===== src/rtl/fault_injector_ctrl.sv =====
// rtl/fault_injector_ctrl.sv - register-file fault injection campaign controller
module fault_injector_ctrl #(
  parameter int WIDTH = 32,
  parameter int DEPTH = 32,
  parameter int ADDRW = $clog2(DEPTH),
  parameter int CNTW  = 16
) (
  input  logic             clk,
  input  logic             rst_n,
  input  logic             cfg_valid,
  output logic             cfg_ready,
  input  logic [ADDRW-1:0] cfg_addr,
  input  logic [WIDTH-1:0] cfg_mask,
  input  logic [1:0]       cfg_type,
  input  logic [CNTW-1:0]  cfg_delay,
  input  logic [CNTW-1:0]  cfg_duration,
  input  logic             cfg_permanent,
  input  logic             cfg_rand,
  input  logic             abort,
  output logic             fault_enable,
  output logic [ADDRW-1:0] fault_addr,
  output logic [WIDTH-1:0] fault_mask,
  output logic [1:0]       fault_type,
  output logic             busy,
  output logic             done,
  output logic [CNTW-1:0]  inject_count
);

  typedef enum logic [1:0] {
    S_IDLE   = 2'd0,
    S_ARMED  = 2'd1,
    S_ACTIVE = 2'd2,
    S_DONE   = 2'd3
  } state_t;

  localparam logic [31:0] LFSR_SEED = 32'hACE10001;
  // Right-shifting Galois taps for x^32+x^22+x^2+x+1
  localparam logic [31:0] LFSR_TAPS = 32'h80200003;

  state_t            state_q;
  logic [CNTW-1:0]   cnt_q;
  logic [ADDRW-1:0]  addr_l_q;
  logic [WIDTH-1:0]  mask_l_q;
  logic [1:0]        type_l_q;
  logic [CNTW-1:0]   dur_l_q;
  logic              perm_l_q;
  logic              rand_l_q;
  logic [31:0]       lfsr_q;
  logic [31:0]       lfsr_d;

  logic              accept;
  logic [WIDTH-1:0]  entry_mask;
  logic [CNTW-1:0]   active_len;

  // Outputs of the FSM are registered, so cfg_ready itself gates acceptance
  assign accept     = cfg_valid && cfg_ready;
  assign entry_mask = rand_l_q ? (lfsr_q[WIDTH-1:0] & mask_l_q) : mask_l_q;
  // A zero duration still produces one active cycle
  assign active_len = (dur_l_q == '0) ? '0 : dur_l_q - 1'b1;

  // Next LFSR value: shift right, fold taps in when the outgoing bit is set
  always_comb begin
    lfsr_d = {1'b0, lfsr_q[31:1]};
    if (lfsr_q[0]) begin
      lfsr_d = lfsr_d ^ LFSR_TAPS;
    end
  end

  // Free-running pattern source for randomised masks
  always_ff @(posedge clk) begin
    if (!rst_n) begin
      lfsr_q <= LFSR_SEED;
    end else begin
      lfsr_q <= lfsr_d;
    end
  end

  // Campaign FSM with all outputs registered; abort overrides everything
  always_ff @(posedge clk) begin
    if (!rst_n) begin
      state_q      <= S_IDLE;
      cnt_q        <= '0;
      addr_l_q     <= '0;
      mask_l_q     <= '0;
      type_l_q     <= '0;
      dur_l_q      <= '0;
      perm_l_q     <= 1'b0;
      rand_l_q     <= 1'b0;
      cfg_ready    <= 1'b0;
      fault_enable <= 1'b0;
      fault_addr   <= '0;
      fault_mask   <= '0;
      fault_type   <= '0;
      busy         <= 1'b0;
      done         <= 1'b0;
      inject_count <= '0;
    end else if (abort) begin
      state_q      <= S_IDLE;
      cnt_q        <= '0;
      cfg_ready    <= 1'b1;
      fault_enable <= 1'b0;
      fault_addr   <= '0;
      fault_mask   <= '0;
      fault_type   <= '0;
      busy         <= 1'b0;
      done         <= 1'b0;
    end else begin
      done <= 1'b0;
      case (state_q)
        S_IDLE, S_DONE: begin
          if (accept) begin
            addr_l_q <= cfg_addr;
            mask_l_q <= cfg_mask;
            type_l_q <= cfg_type;
            dur_l_q  <= cfg_duration;
            perm_l_q <= cfg_permanent;
            rand_l_q <= cfg_rand;
            if (cfg_type == 2'd0) begin
              // Nothing to inject: complete immediately
              state_q   <= S_DONE;
              done      <= 1'b1;
              cfg_ready <= 1'b1;
              busy      <= 1'b0;
            end else begin
              state_q   <= S_ARMED;
              cnt_q     <= cfg_delay;
              cfg_ready <= 1'b0;
              busy      <= 1'b1;
            end
          end else begin
            state_q   <= S_IDLE;
            cfg_ready <= 1'b1;
            busy      <= 1'b0;
          end
        end
        S_ARMED: begin
          if (cnt_q == '0) begin
            state_q      <= S_ACTIVE;
            cnt_q        <= active_len;
            fault_enable <= 1'b1;
            fault_addr   <= addr_l_q;
            fault_mask   <= entry_mask;
            fault_type   <= type_l_q;
            if (inject_count != {CNTW{1'b1}}) begin
              inject_count <= inject_count + 1'b1;
            end
          end else begin
            cnt_q <= cnt_q - 1'b1;
          end
        end
        S_ACTIVE: begin
          if (!perm_l_q) begin
            if (cnt_q == '0) begin
              state_q      <= S_DONE;
              fault_enable <= 1'b0;
              fault_addr   <= '0;
              fault_mask   <= '0;
              fault_type   <= '0;
              done         <= 1'b1;
              cfg_ready    <= 1'b1;
              busy         <= 1'b0;
            end else begin
              cnt_q <= cnt_q - 1'b1;
            end
          end
        end
        default: begin
          state_q <= S_IDLE;
        end
      endcase
    end
  end

endmodule


===== config.mk =====
export PLATFORM = sky130hd
export DESIGN_NAME = fault_injector_ctrl
export DESIGN_NICKNAME = d
export VERILOG_FILES = /design/src/rtl/fault_injector_ctrl.sv
export SDC_FILE = /design/constraint.sdc
export NUM_CORES = 1
export LEC_CHECK = 0
export ABC_AREA = 1
export ABC_CLOCK_PERIOD_IN_PS = 2200
export CAP_MARGIN = 0
export CORE_MARGIN = 2
export CORE_UTILIZATION = 37
export CTS_CLUSTER_DIAMETER = 100
export DETAILED_ROUTE_END_ITERATION = 12
export HOLD_SLACK_MARGIN = 0.1
export PLACE_DENSITY = 0.6
export SETUP_SLACK_MARGIN = 0.1
export SLEW_MARGIN = 20
export SYNTH_ARGS = -nofsm -noshare
export SYNTH_HDL_FRONTEND = slang
export SYNTH_SLANG_ARGS = --single-unit

===== constraint.sdc =====
create_clock -name clk -period 2.2 [get_ports clk]
set_input_delay 0.44 -clock clk [delete_from_list [all_inputs] [get_ports clk]]
set_output_delay 0.44 -clock clk [all_outputs]
set_load 0.05 [all_outputs]

==> run metrics, run 1 <==
Max rail drop VDD=0.000487 V; PortBufs=135; final wirelength=20200 microns; Post-DRT Antenna Nets=0; cells after synthesis=1010; pwr dens=788 mW/mm^2; top cells by count, synth=223 x nand2_1, 166 x dfxtp_1, 132 x a21oi_1; EDFF count, synth=0; MaxCap Viol Count=0; # DRC=0; syn nets=1093; Main synth FF type=dfxtp_1; GRT Util Overall=19.4%; Clock Tree Buf Depth=2; Cell Area, Placed=0.00901 sq mm; largest net degree at the start of global routing=90; Core Box Area=0.0195 sq mm; vias in the first global route=6684; Initial Utilization=37.7%; initial antenna violation count=1; cell family with most CP delay=buffers and inverters; multi-input combinational cell area=0.00334 sq mm; Final Critical Period=2.06 ns; number of CTS-inserted buffers=17; CP max stage cell=clkdlybuf4s50_1; Syn Area/Cell=7.27 sq um; fmax=0.485 GHz; sequential standard cell area=0.00332 sq mm; post-synthesis sequential area ratio=45.2%; Pre-antenna DRT Iters=5; Yosys top cell area share=45.2%; fill count=1968; worst slew pin tran=0.575 ns; Ports=136; Crit Path Class=reg2out; crit-path max FO=2; Post-layout nets=1222; Startpoint Class=flip-flop; Finished Cell Area=0.00964 sq mm; Row Count=51; grt total ovfl=0; routed length per placed instance=14.2 microns; asr flop ratio synth=0%; final setup skew=0.0136 ns; CTS tree=built; routed vias=6827; die width=145 microns; min-delay src=lfsr_q[5]; CTS sink cnt=166; top-count cell post-synth=nand2_1; CTS H-tree lvls=4; RSZ-0062 raised after global routing=yes; crit-path max cell delay=0.82 ns; synth-to-layout area growth=31.3%; synth unique cells=39; Warnings, synthesis=0; Slew Viols, Final=0; first-pass GRT wire length=33200 microns; outcome=finished clean; endpoint type of the worst setup path=output port; Hold Crit Class=reg2reg; vias per inst=4.81; cell taking the most area after synthesis=dfxtp_1; Post-Syn Area=0.00735 sq mm; Crit path arrival time=1.62 ns; Clock Tree Root=clkbuf_16; crit path from=fault_mask[16]; Buffers & Inverters on Critical Path=1; HPWL Detailed=13800 microns; DIE AREA=0.0210 sq mm; clock-pin slew on the worst setup and hold paths=0.07 ns; Pleak=0.00407 uW; Final Cycle Share=93.7%; worst rel slew slack=61.5%; initial detailed-routing violation count=399; GP Congestion=0.891; Required @ worst endpoint=1.76 ns; RR Startpoint=cnt_q[1]; register bit count reported by yosys=166; cell chain of the critical path=clkdlybuf4s50_1; cts hold-fix bufs=0; top post-synthesis cells by area=dfxtp_1 45%, nand2_1 11%, a21oi_1 9.0%; die height=145 microns; endpoints failing setup=0; worst skew pair latency=0.43 ns; Final Hold Viols=0; fraction of layout cells with a size suffix above 1=7.38%; Setup TNS Final=0 ns
-- flip-flops by register name (all words and copies together), names as in the netlist --
signal / flops
lfsr_q: 32
addr_l_q: 5
inject_count: 16
state_q: 2
fault_addr: 5
fault_type: 2
busy: 1
done: 1
fault_mask: 32
cnt_q: 16
cfg_ready: 1
dur_l_q: 16
perm_l_q: 1
fault_enable: 1
mask_l_q: 32
rand_l_q: 1
type_l_q: 2
-- cell usage in the layout (no fill, tap or decap), drive strengths merged, types with 7 or more instances in the layout --
cell / n
nand2: 226
dfxtp: 166
a21oi: 134
inv: 122
clkdlybuf4s50: 113
nor2: 108
o21ai: 96
nand3: 31
o211ai: 31
buf: 22
clkbuf: 20
xor2: 19
dlygate4sd2: 14
dlymetal6s2s: 7
-- final cells by class --
class | count | area share, %
antenna | 1 | 0.0259
clock buffer | 19 | 4.59
clock inverter | 13 | 1.66
inverter | 116 | 4.53
multi-input combinational | 681 | 34.7
sequential | 166 | 34.5
tap | 265 | 3.44
timing repair buffer | 157 | 16.6
-- through the flow --
step | worst slack (ns) | power (uW) | hold slack, ns | utilization [%] | cells
after floorplan | 0.172 | 4160 | 0.392 | - | 1010
after global placement | 0.131 | 4590 | 0.414 | 46.3 | 1384
after detailed placement | 0.136 | 4590 | 0.415 | 46.3 | 1384
after CTS | 0.101 | 7660 | 0.430 | 49.3 | 1416
after global routing | 0.0789 | 7970 | 0.451 | 49.5 | 1417
final | 0.138 | 7600 | 0.425 | 49.6 | 1418
-- report_power, final --
part           internal (uW)  switching (uW)  total (uW)
logic                    507             799        1310
clock network           1750            1320        3070
registers               3130            93.9        3230
total                   5390            2220        7600
-- routing by layer --
metal	wire length, microns	vias to the layer above	GRT usage [%]	part of all wire [%]
met2	9540	143	32.5	47
met4	263	0	5.30	1.3
met1	9280	3129	24.7	46
li1	-	3534	-	-
met3	1090	21	5.22	5.4
met5	0	-	0	0
-- worst min-delay path, stage by stage, from the launching register on --
cell and delay [ns]:
dfxtp_1 0.31, nand2_1 0.05, inv_1 0.03
-- path summary, 6_finish.rpt --
path | to | slack [ns] | cells after the start
hold / removal | lfsr_q[4] | 0.43 | 2
setup / recovery | fault_mask[16] | 0.14 | 1
setup reg to reg | fault_mask[14] | 0.30 | 13
hold reg to reg | lfsr_q[4] | 0.43 | 2
-- logic make-up (layout without fill, tap and decap cells) --
| logic type | count (synthesis) | in the layout | share of synthesized area [%] |
|---|---|---|---|
| XOR/XNOR | 24 | 24 | 2.86 |
| flip-flops | 166 | 166 | 45.2 |
| AO/OA/AOI/OAI | 265 | 265 | 19.7 |
| AND/OR/NAND/NOR | 386 | 386 | 21.8 |
| adder cells (fa/ha/maj) | 6 | 6 | 1.02 |
| other | 0 | 1 | 0 |
| buffers and inverters | 163 | 305 | 9.35 |
-- what timing repair did --
action,in CTS,in global routing
resized for setup,14,11
cloned,0,1
endpoints found under the setup margin,14,26
hold endpoints to repair,0,0
setup buffers,0,0
(Power assumes the default switching activity.)
==> run 2, diff against run 1 <==
- ABC_CLOCK_PERIOD_IN_PS: 2200 -> not set
- GPL_TIMING_DRIVEN: not set -> 0
==> run metrics, run 2 (synthesis results as in run 1) <==
worst rel slew slack=58.9%; GP Congestion=0.886; Hold Crit Class=reg2reg; routed length per placed instance=14.8 microns; Post-layout nets=1252; endpoint type of the worst setup path=output port; CTS tree=built; Startpoint Class=flip-flop; Buffers & Inverters on Critical Path=1; Register-to-Register Path Depth=12; worst slew pin tran=0.615 ns; Cell Int Power=5240 uW; synth-to-layout area growth=32.1%; Row Count=51; final wirelength=21400 microns; Crit path arrival time=1.62 ns; Ant. Diodes=0; crit-path max FO=2; DP Cell Count=1409; cell chain of the critical path=clkdlybuf4s50_1; crit-path max cell delay=0.82 ns; final setup skew=0.00857 ns; die width=145 microns; most frequent cells in the layout=221 x nand2_1, 166 x dfxtp_1, 132 x a21oi_1; GRT Util Overall=20.5%; Clk pwr share=38.8%; Slew Viols, Final=0; final core occ=49.9%; first-pass GRT wire length=34700 microns; grt total ovfl=0; CTS H-tree lvls=4; endpoints failing setup=0; Final Critical Period=2.06 ns; fmax=0.486 GHz; fraction of layout cells with a size suffix above 1=8.63%; Final Cycle Share=93.5%; PortBufs=134; routed vias=6971; vias per inst=4.82; Clock Tree Root=clkbuf_16; Pre-antenna DRT Iters=5; Ports=136; commonest non-fill, non-tap cell in the layout=nand2_1; CP max stage cell=clkdlybuf4s50_1; Core Box Area=0.0195 sq mm; RSZ-0062 raised after global routing=no; initial antenna violation count=0; MaxCap Viol Count=0; HPWL Detailed=16000 microns; # DRC=0; Clock Tree Buf Depth=2; Post-DRT Antenna Nets=0; clock-pin slew on the worst setup and hold paths=0.07 ns; P_sw=2260 uW; worst skew pair latency=0.42 ns; Cell Area, Placed=0.00902 sq mm; Initial Utilization=37.7%; Max rail drop VDD=0.000700 V; Crit Path Class=reg2out; Final Hold Viols=0; Required @ worst endpoint=1.76 ns; final total power=7510 uW; Pleak=0.00410 uW; pwr dens=773 mW/mm^2; Reg power frac=43.0%; Worst path depth=1; CTS sink cnt=166; die height=145 microns; initial detailed-routing violation count=382; switching share of power=30.1%; combinational share of power=18.2%; outcome=finished clean; WHS Path Cells=2; Largest regs=fault_mask: 32 flops, lfsr_q: 32 flops, mask_l_q: 32 flops; Post-Layout Cell Count=1447; vias in the first global route=6693; Setup TNS Final=0 ns; largest net degree at the start of global routing=17; Finished Cell Area=0.00970 sq mm; DIE AREA=0.0210 sq mm; number of CTS-inserted buffers=17; cell family with most CP delay=buffers and inverters
==> run 2: power by group through the flow <==
stage / Sequential (uW) / Clock, uW / Combinational [uW]
final: 3230 / 2910 / 1360
after global routing: 3240 / 3100 / 1540
after CTS: 3230 / 2970 / 1330
after detailed placement: 3290 / 0 / 1320
after global placement: 3290 / 0 / 1310
after floorplan: 3290 / 0 / 868
==> run 2: through the flow <==
step	setup slack [ns]	hold WS [ns]
2_1_floorplan	0.172	0.392
4_1_cts	0.0928	0.432
6_report	0.144	0.429
3_5_place_dp	-0.208	0.417
3_3_place_gp	-0.176	0.414
5_1_grt	0.0795	0.439
==> run 2: worst paths after layout <==
kind                       from             to  slack, ns
setup / recovery  fault_mask[7]  fault_mask[7]       0.14
hold / removal       lfsr_q[25]     lfsr_q[24]       0.43
setup reg to reg     state_q[0]    mask_l_q[1]       0.20
hold reg to reg      lfsr_q[25]     lfsr_q[24]       0.43
==> run 2: per-layer routing <==
metal | track usage, % | part of all wire [%]
met4 | 6.73 | 2.2
met5 | 0 | 0
met1 | 25.9 | 45
met2 | 33.9 | 47
met3 | 5.57 | 5.5
==> run 2: timing repair <==
item,4_1_cts,5_1_grt
resized for setup,34,33
hold buffers,0,0
pin swaps,0,3
endpoints found under the hold margin,0,0
setup endpoints to repair,72,126
setup buffers,0,6
==> run 2: cell type report <==
| cell class | count | area, sq um |
|---|---|---|
| Tap cell | 265 | 332 |
| Buffer | 47 | 272 |
| Sequential cell | 166 | 3320 |
| Clock buffer | 18 | 429 |
| Timing Repair Buffer | 140 | 1390 |
| Clock inverter | 14 | 140 |
| Inverter | 116 | 437 |
| Fill cell | 1970 | 9760 |
| Multi-Input combinational cell | 681 | 3380 |
